$ cat src/rtl/video_stream_expander.sv
// Avalon-ST colour expander: packed IN_BITS/channel RGB in, padded OUT_BITS/channel RGB out,
// with frame tagging from a pixel counter and a 2-entry skid FIFO for sink backpressure.
module video_stream_expander #(
  parameter int NumPixels = 320*240,
  parameter int IN_BITS   = 4,
  parameter int OUT_BITS  = 8,
  parameter int PAD_BITS  = 2,
  parameter int CNT_W     = 19
) (
  input  logic                             clk,
  input  logic                             reset_n,
  input  logic [3*IN_BITS-1:0]             data_in,
  input  logic                             sop_in,
  input  logic                             eop_in,
  input  logic                             valid_in,
  output logic                             ready_in,
  input  logic [1:0]                       mode,
  output logic [3*(OUT_BITS+PAD_BITS)-1:0] data,
  output logic                             startofpacket,
  output logic                             endofpacket,
  output logic                             valid,
  input  logic                             ready,
  output logic                             sync_err,
  output logic [15:0]                      frame_count
);

  localparam int WordW = 3*(OUT_BITS+PAD_BITS);
  localparam int EntW  = WordW + 2;
  localparam logic [CNT_W-1:0] LastIdx = CNT_W'(NumPixels - 1);

  function automatic logic [OUT_BITS-1:0] replicate(input logic [IN_BITS-1:0] c);
    logic [OUT_BITS-1:0] r;
    r = '0;
    for (int i = 0; i < OUT_BITS; i++) begin
      r[OUT_BITS-1-i] = c[IN_BITS-1-(i % IN_BITS)];
    end
    return r;
  endfunction

  function automatic logic [OUT_BITS-1:0] zero_fill(input logic [IN_BITS-1:0] c);
    logic [OUT_BITS-1:0] r;
    r = '0;
    r[OUT_BITS-1 -: IN_BITS] = c;
    return r;
  endfunction

  // Luma approximation (R + 2G + B) / 4 kept in IN_BITS+2 bits so the sum cannot overflow.
  function automatic logic [IN_BITS-1:0] grey(input logic [IN_BITS-1:0] r,
                                              input logic [IN_BITS-1:0] g,
                                              input logic [IN_BITS-1:0] b);
    logic [IN_BITS+1:0] s;
    s = {2'b00, r} + {1'b0, g, 1'b0} + {2'b00, b};
    return s[IN_BITS+1:2];
  endfunction

  function automatic logic [WordW-1:0] expand_word(input logic [3*IN_BITS-1:0] d,
                                                   input logic [1:0] md);
    logic [IN_BITS-1:0]  cr, cg, cb, y;
    logic [OUT_BITS-1:0] er, eg, eb;
    cr = d[3*IN_BITS-1 -: IN_BITS];
    cg = d[2*IN_BITS-1 -: IN_BITS];
    cb = d[IN_BITS-1:0];
    y  = grey(cr, cg, cb);
    case (md)
      2'd1: begin
        er = zero_fill(cr);
        eg = zero_fill(cg);
        eb = zero_fill(cb);
      end
      2'd2: begin
        er = replicate(y);
        eg = replicate(y);
        eb = replicate(y);
      end
      default: begin
        er = replicate(cr);
        eg = replicate(cg);
        eb = replicate(cb);
      end
    endcase
    return {er, {PAD_BITS{1'b0}}, eg, {PAD_BITS{1'b0}}, eb, {PAD_BITS{1'b0}}};
  endfunction

  logic [EntW-1:0]  head_r, skid_r;
  logic [1:0]       count_r, count_nxt_s;
  logic             valid_r, ready_in_r, sync_err_r;
  logic [15:0]      frame_count_r;
  logic [CNT_W-1:0] idx_r, eff_idx_s;
  logic [1:0]       mode_r, new_mode_s, use_mode_s;
  logic             push_s, pop_s, tag_sop_s, tag_eop_s, err_s;
  logic [EntW-1:0]  entry_s;

  assign ready_in      = ready_in_r;
  assign valid         = valid_r;
  assign data          = head_r[EntW-1:2];
  assign startofpacket = head_r[1];
  assign endofpacket   = head_r[0];
  assign sync_err      = sync_err_r;
  assign frame_count   = frame_count_r;

  // Handshakes, frame tagging of the incoming beat and next FIFO occupancy.
  always_comb begin
    push_s      = valid_in & ready_in_r;
    pop_s       = valid_r & ready;
    eff_idx_s   = sop_in ? '0 : idx_r;
    tag_sop_s   = (eff_idx_s == '0);
    tag_eop_s   = (eff_idx_s == LastIdx);
    new_mode_s  = (mode == 2'd3) ? 2'd0 : mode;
    use_mode_s  = tag_sop_s ? new_mode_s : mode_r;
    entry_s     = {expand_word(data_in, use_mode_s), tag_sop_s, tag_eop_s};
    err_s       = (sop_in & (idx_r != '0)) | (eop_in != tag_eop_s);
    count_nxt_s = count_r;
    if (push_s && !pop_s) begin
      count_nxt_s = count_r + 2'd1;
    end else if (pop_s && !push_s) begin
      count_nxt_s = count_r - 2'd1;
    end else begin
      count_nxt_s = count_r;
    end
  end

  // Skid FIFO: head_r is always the presented beat, skid_r holds the second entry.
  always_ff @(posedge clk or negedge reset_n) begin
    if (!reset_n) begin
      head_r        <= '0;
      skid_r        <= '0;
      count_r       <= 2'd0;
      valid_r       <= 1'b0;
      ready_in_r    <= 1'b0;
      frame_count_r <= 16'd0;
    end else begin
      count_r    <= count_nxt_s;
      valid_r    <= (count_nxt_s != 2'd0);
      ready_in_r <= (count_nxt_s < 2'd2);
      if (push_s && ((!pop_s && count_r == 2'd0) || (pop_s && count_r == 2'd1))) begin
        head_r <= entry_s;
      end else if (pop_s && count_r == 2'd2) begin
        head_r <= skid_r;
      end
      if (push_s && ((!pop_s && count_r == 2'd1) || (pop_s && count_r == 2'd2))) begin
        skid_r <= entry_s;
      end
      if (pop_s && head_r[0]) begin
        frame_count_r <= frame_count_r + 16'd1;
      end
    end
  end

  // Pixel counter, per-frame mode latch and sticky framing error.
  always_ff @(posedge clk or negedge reset_n) begin
    if (!reset_n) begin
      idx_r      <= '0;
      mode_r     <= 2'd0;
      sync_err_r <= 1'b0;
    end else if (push_s) begin
      idx_r <= tag_eop_s ? '0 : eff_idx_s + CNT_W'(1);
      if (tag_sop_s) begin
        mode_r <= new_mode_s;
      end
      if (err_s) begin
        sync_err_r <= 1'b1;
      end
    end
  end

endmodule

$ cat config.mk
export PLATFORM = sky130hd
export DESIGN_NAME = video_stream_expander
export DESIGN_NICKNAME = d
export VERILOG_FILES = /design/src/rtl/video_stream_expander.sv
export SDC_FILE = /design/constraint.sdc
export NUM_CORES = 1
export LEC_CHECK = 0
export ABC_AREA = 0
export CORE_MARGIN = 2
export CORE_UTILIZATION = 49
export CTS_CLUSTER_SIZE = 12
export DETAILED_ROUTE_END_ITERATION = 12
export PLACE_DENSITY = 0.76
export SYNTH_ARGS = -nofsm -noshare
export SYNTH_HDL_FRONTEND = slang
export SYNTH_SLANG_ARGS = --single-unit
$ cat constraint.sdc
create_clock -name clk -period 3 [get_ports clk]
set_input_delay 0.45 -clock clk [delete_from_list [all_inputs] [get_ports clk]]
set_output_delay 0.45 -clock clk [all_outputs]
set_load 0.01 [all_outputs]
# Word-level counts from Yosys, hierarchy flattened
# Index checks and enable logic that the tools add are counted.
totals:
  word_cells: 57
  regBits: 100
  in_bits: 20
classes:
  bitwise_logic: 4
  reduce_logical: 19
  add_sub_neg: 6
  n_eq_ne: 7
  n_mux: 11
  n_lt_le_gt_ge: 1
ops:
  columns: ["operator", "count"]
  rows:
  - ["$mux 32", 2]
  - ["$pmux 8 s2", 3]
  - ["$mux 19", 2]
  - ["$add 19x1->19 const B", 1]
  - ["$eq 19x17->1 const B", 1]
  - ["$logic_not 19->1", 1]
  - ["$reduce_bool 19->1", 1]
  - ["$add 16x1->16 const B", 1]
  - ["$logic_and 1x1->1", 9]
  - ["$mux 2", 4]
  - ["$add 4x5->6", 1]
  - ["$add 6x4->6", 1]
  - ["$eq 2x2->1 const B", 3]
  - ["$eq 2x1->1 const B", 2]
  - ["$reduce_bool 2->1", 2]
  - ["$and 1x1->1", 3]
  - ["$add 2x1->2 const B", 1]
  - ["$logic_not 1->1", 2]
  - ["$logic_not 2->1", 1]
  - ["$logic_or 1x1->1", 2]
  - ["$lt 2x2->1 const B", 1]
  - ["$reduce_and 2->1", 1]
  - ["$sub 2x1->2 const B", 1]
  - ["$ne 1x1->1", 1]
  - ["$or 1x1->1", 1]

# Depth between registers and ports, before layout
logic_depth:
  ltp_word: 6
  ltp_mapped: 12

# Least setup slack after synthesis
# Ideal clock, no wire load.
synth_path:
  path_type: "reg-to-reg"
  from: "reg idx_r[13]"
  to: "reg skid_r[10]"
  required_time_ns: 2.850
  n_path_buf: 1
  t_arrival_ns: 3.165
  slack_ns: -0.315
  path_stages_with_launch: 13
  setup_ns: 0.150
  cell_sequence: "dfrtp_1 > clkbuf_1 > or4_1 > nor2_1 > and3_1 > o21ai_1 > mux2_2 > ha_1 > nand2b_1 > inv_1 > and4_1 > nor4_1 > a21oi_1"
synth_via:
  elab_chain_cells: 5
  elab_cells_between_ends: 6
synth_lines:
  columns: ["element", "line", "text"]
  rows:
  - ["from (decl)", "88", "logic [CNT_W-1:0] idx_r, eff_idx_s;"]
  - ["from (signal assigned)", "156", "idx_r <= tag_eop_s ? '0 : eff_idx_s + CNT_W'(1);"]
  - ["$mux 19 (*)", "105", "eff_idx_s = sop_in ? '0 : idx_r;"]
  - ["$logic_not 19->1 (*)", "106", "tag_sop_s = (eff_idx_s == '0);"]
  - ["$mux 2 (*)", null, null]
  - ["net use_mode_s[0]", "89", "logic [1:0] mode_r, new_mode_s, use_mode_s;"]
  - ["$eq 2x2->1 / $eq 2x1->1 (equally long branches)", "64", "case (md)"]
  - ["$pmux 8 s2 (*)", "64", null]
  - ["to (signal assigned)", "141", "skid_r <= entry_s;"]
  - ["to (decl)", "84", "logic [EntW-1:0] head_r, skid_r;"]
# The timed path passes the listed nets; every way through them passes the cells marked *.
# A chain may end at the register's enable or synchronous reset.

# Worst setup path after layout
layout_path:
  from: "reg idx_r[9]"
  to: "reg head_r[20]"
layout_via:
  elab_chain_cells: 6
  elab_cells_between_ends: 7
layout_lines:
  columns: ["element", "line", "text"]
  rows:
  - ["$mux 19 (*)", "105", null]
  - ["$logic_not 19->1 (*)", "106", null]
  - ["$mux 2 (*)", null, null]
  - ["$eq 2x2->1 / $eq 2x1->1 (equally long branches)", "64", null]
  - ["$pmux 8 s2 (*)", "64", null]
  - ["$mux 32 (*)", "135", "if (push_s && ((!pop_s && count_r == 2'd0) || (pop_s && count_r == 2'd1))) begin"]
  - ["to (signal assigned)", "136", "head_r <= entry_s;"]
  - ["to (signal assigned)", "138", "head_r <= skid_r;"]
  - ["to (decl)", "84", null]
# Mark *: on every way between the ends. The rest lies on a longest branch, timed or not.

==> summary.txt <==
Run status
  • Status: completed

Pwr
  • Static leakage: 2.88 nW
  • Final Total Pwr: 5.40 mW
  • Peak supply drop: 0.551 mV
  • Power per Cell Area: 841 nW/um^2

Yosys
  • Ys flop type: dfrtp_1
  • Ys async rst share: 100%
  • Synth Area in XOR/XNOR: 2.85%
  • Mux cell area share after synthesis: 6.69%
  • Mapped Avg Cell Area: 9.39 sq um
  • Synth area leader: dfrtp_1
  • Register area share after synthesis: 47.8%
  • Top post-synthesis cells by area: dfrtp_1 48%, nand2_1 7.1%, mux2_2 5.3%
  • Synth Area in Adders: 4.43%
  • Syn Std Cell Area: 4920 sq um
  • Number of synthesized flops with an enable pin: 0
  • Library cells used by synthesis: 51
  • Synth cell count leaders: 94 x dfrtp_1, 93 x nand2_1, 48 x o21ai_0
  • Cells after Synth: 524
  • Largest family of logic cells by synthesized area: simple AND/OR/NAND/NOR gates
  • Count leader, synth: dfrtp_1
  • Compound-Gate Fraction of Synth Area: 13.3%
  • YS warnings: 0
  • Synth top area share: 47.8%
  • Synthesized flop and latch total: 94
  • Simple-gate portion of the synthesized area: 21.0%

Min path
  • Hold Path Class: in2async

Finish
  • Fraction of layout cells with a size suffix above 1: 20.7%
  • Utilization after layout: 65.7%
  • Fillcell total: 799
  • Fin nets: 667
  • P&R area growth vs syn: 30.5%
  • FF+latch area: 2350 sq um
  • Antenna cells: 0
  • Area of the multi-input gates: 2570 sq um
  • Fin cells: 770
  • Cell area after layout: 6420 sq um

Floorplan
  • Die ar.: 10,900 sq um
  • I/O pin cnt: 71
  • Initial core utilization: 50.3%
  • Chip Height: 104 microns
  • Core area: 9770 sq um
  • Num rows: 36
  • Die width: 104 microns

Drt
  • DRC errors left: 0
  • Via count: 4,290
  • Initial DRC count: 190
  • WL per Instance: 16.1 microns
  • DRT Pass-1 Iters: 5
  • Routed WL: 12,400 microns
  • Drt via density: 5.57
  • Antenna Nets Post-Route: 0

Worst setup path
  • Worst Path Class, Setup: reg2reg
  • Crit end category: flop
  • R2R cell count: 13
  • Reg-to-reg critical path startpoint: idx_r[9]
  • Crit Path Max Fanout: 6
  • Reg-to-reg endpoint: head_r[20]
  • Most common cell on crit path: buf_4
  • CP startpoint kind: flop
  • Max incr delay on CP: 550 ps
  • Worst EP arrival: 3200 ps
  • Crit-path cells: or4_4 > nor2_2 > and3_4 > o21ai_4 > buf_6 > mux2i_4 > ha_4 > nand2b_4 > nor3_1 > buf_4 > nor4_4 > buf_4 > a32oi_1
  • R2R Setup Slk: 40 ps
  • Buffers & Inverters on Critical Path: 3
  • Worst Path Required: 3240 ps
  • CP max stage cell: or4_4
  • CP top delay family: simple AND/OR/NAND/NOR gates

GRT
  • Overall Global Routing Usage: 24.3%
  • Number of global-route vias before repair: 4,372
  • Grt ovf: 0
  • First-pass GRT wire length: 21,400 microns
  • Initial antenna violation count: 0
  • Largest net degree at the start of global routing: 57

Clock network
  • Clk_lat worst skew: 370 ps
  • CTS clk-pin slew, worst paths: 100 ps
  • CTS tree: done
  • H-tree Lvls: 3
  • CTS sink cnt: 94
  • Clock root buffer: clkbuf_8
  • Hold buffers post-CTS: 0
  • Clock buffers created by TritonCTS: 9
  • Max clock buf depth: 2

Timing
  • Pins over their slew limit: 0
  • RSZ-0062 raised after global routing: yes
  • Worst slew margin: 51.4%
  • Clock Skew: 15.4 ps
  • Setup_tns: 0 ps
  • Final Cycle Share: 98.7%
  • Setup Viol. Count Final: 0
  • Slew @ Worst Pin: 728 ps
  • Crit path time final: 2960 ps
  • Fmax: 338 MHz
  • Fin. Hold Viols: 0

Placed design
  • Placed Cells: 753
  • DP HPWL: 8690 microns
  • Global placement routability congestion: 0.855
  • DP Area: 6080 sq um
  • Port Buffers: 64

Run
  • # Max-Cap Violations: 0
[layout make-up]
cell class	instances	area share (%)
well taps	133	2.59
clock inverters	6	0.721
repair buffers	121	17.0
multi-input cells	392	40.0
flip-flops and latches	94	36.7
clock buffers	10	2.14
inverters	14	0.819
[report_power, final]
group          internal, mW  total [mW]  switching (mW)
sequential             1.69        2.00           0.308
combinational          1.28        2.59            1.32
clock                 0.328       0.803           0.475
[worst register-to-register path: stages, from the launching register on]
cell      delay (ps)
dfrtp_1          390
or4_4            550
nor2_2           160
and3_4           220
o21ai_4           70
buf_6            140
mux2i_4          180
ha_4             280
nand2b_4         140
nor3_1            60
buf_4            150
nor4_4           250
buf_4            190
a32oi_1           60
[stage by stage]
step,setup WS (ps),hold WS (ps)
CTS,-17.3,157
finish,38.4,132
floorplan,16.3,154
global placement,-55.2,451
detailed placement,-142,455
global route,-81.3,186
[how the worst max path moves through the flow]
stage | from | endpoint | slack (ps) | cells past startpoint
after global placement | sop_in | head_r[15] | -60 | 13
after floorplan | idx_r[13] | head_r[10] | 20 | 12
after CTS | idx_r[15] | head_r[15] | -20 | 13
final | idx_r[9] | head_r[20] | 40 | 13
after global routing | idx_r[10] | head_r[20] | -80 | 13
after detailed placement | sop_in | skid_r[29] | -140 | 13
[kinds of logic after synthesis]
group,Yosys count
simple gates,213
xor+xnor,16
buf+inv,43
mux,30
other cells,1
fa+ha+maj,15
flops,94
compound gates,112
[registers in the layout (all words and copies together), names as in the netlist]
name,cells
count_r,2
frame_count,16
head_r,26
idx_r,19
mode_r,2
ready_in,1
skid_r,26
sync_err,1
valid,1
[cells in the final DEF, fill, tap and decap left out, types with 5 or more instances in the layout]
master           synthesis  routed
a32oi_1                  7       7
o21ai_1                  1       5
a31oi_1                  6       6
a21oi_2                  0      11
nand3_1                 13      13
nor3_1                  11       8
nor2_1                  42      39
ha_1                    11       9
clkdlybuf4s50_1          0      63
buf_4                    7      53
nand2_1                 93      93
nand4_1                  7       7
mux2i_1                  7       6
dfrtp_1                 94      94
xnor2_1                 11      11
a21oi_1                 30      19
o21ai_0                 48      43
nand3b_1                 5       5
inv_1                   14      14
xor2_1                   5       5
mux2_2                  23      22
conb_1                   1       6
clkbuf_8                 0      10
[what timing repair did]
action	CTS	global route
resized for setup	16	25
pin swaps	6	11
setup endpoints to repair	37	39
buffers inserted	1	0
[routing by layer]
| layer | up-vias | track usage (%) | share of wire, % |
|---|---|---|---|
| li1 | 2039 | - | - |
| met4 | 0 | 8.98 | 1.9 |
| met1 | 2104 | 32.2 | 44 |
| met3 | 26 | 5.33 | 5.1 |
| met5 | - | 0 | 0 |
| met2 | 121 | 39.3 | 49 |
No activity file was read; power rests on OpenSTA's default activity.
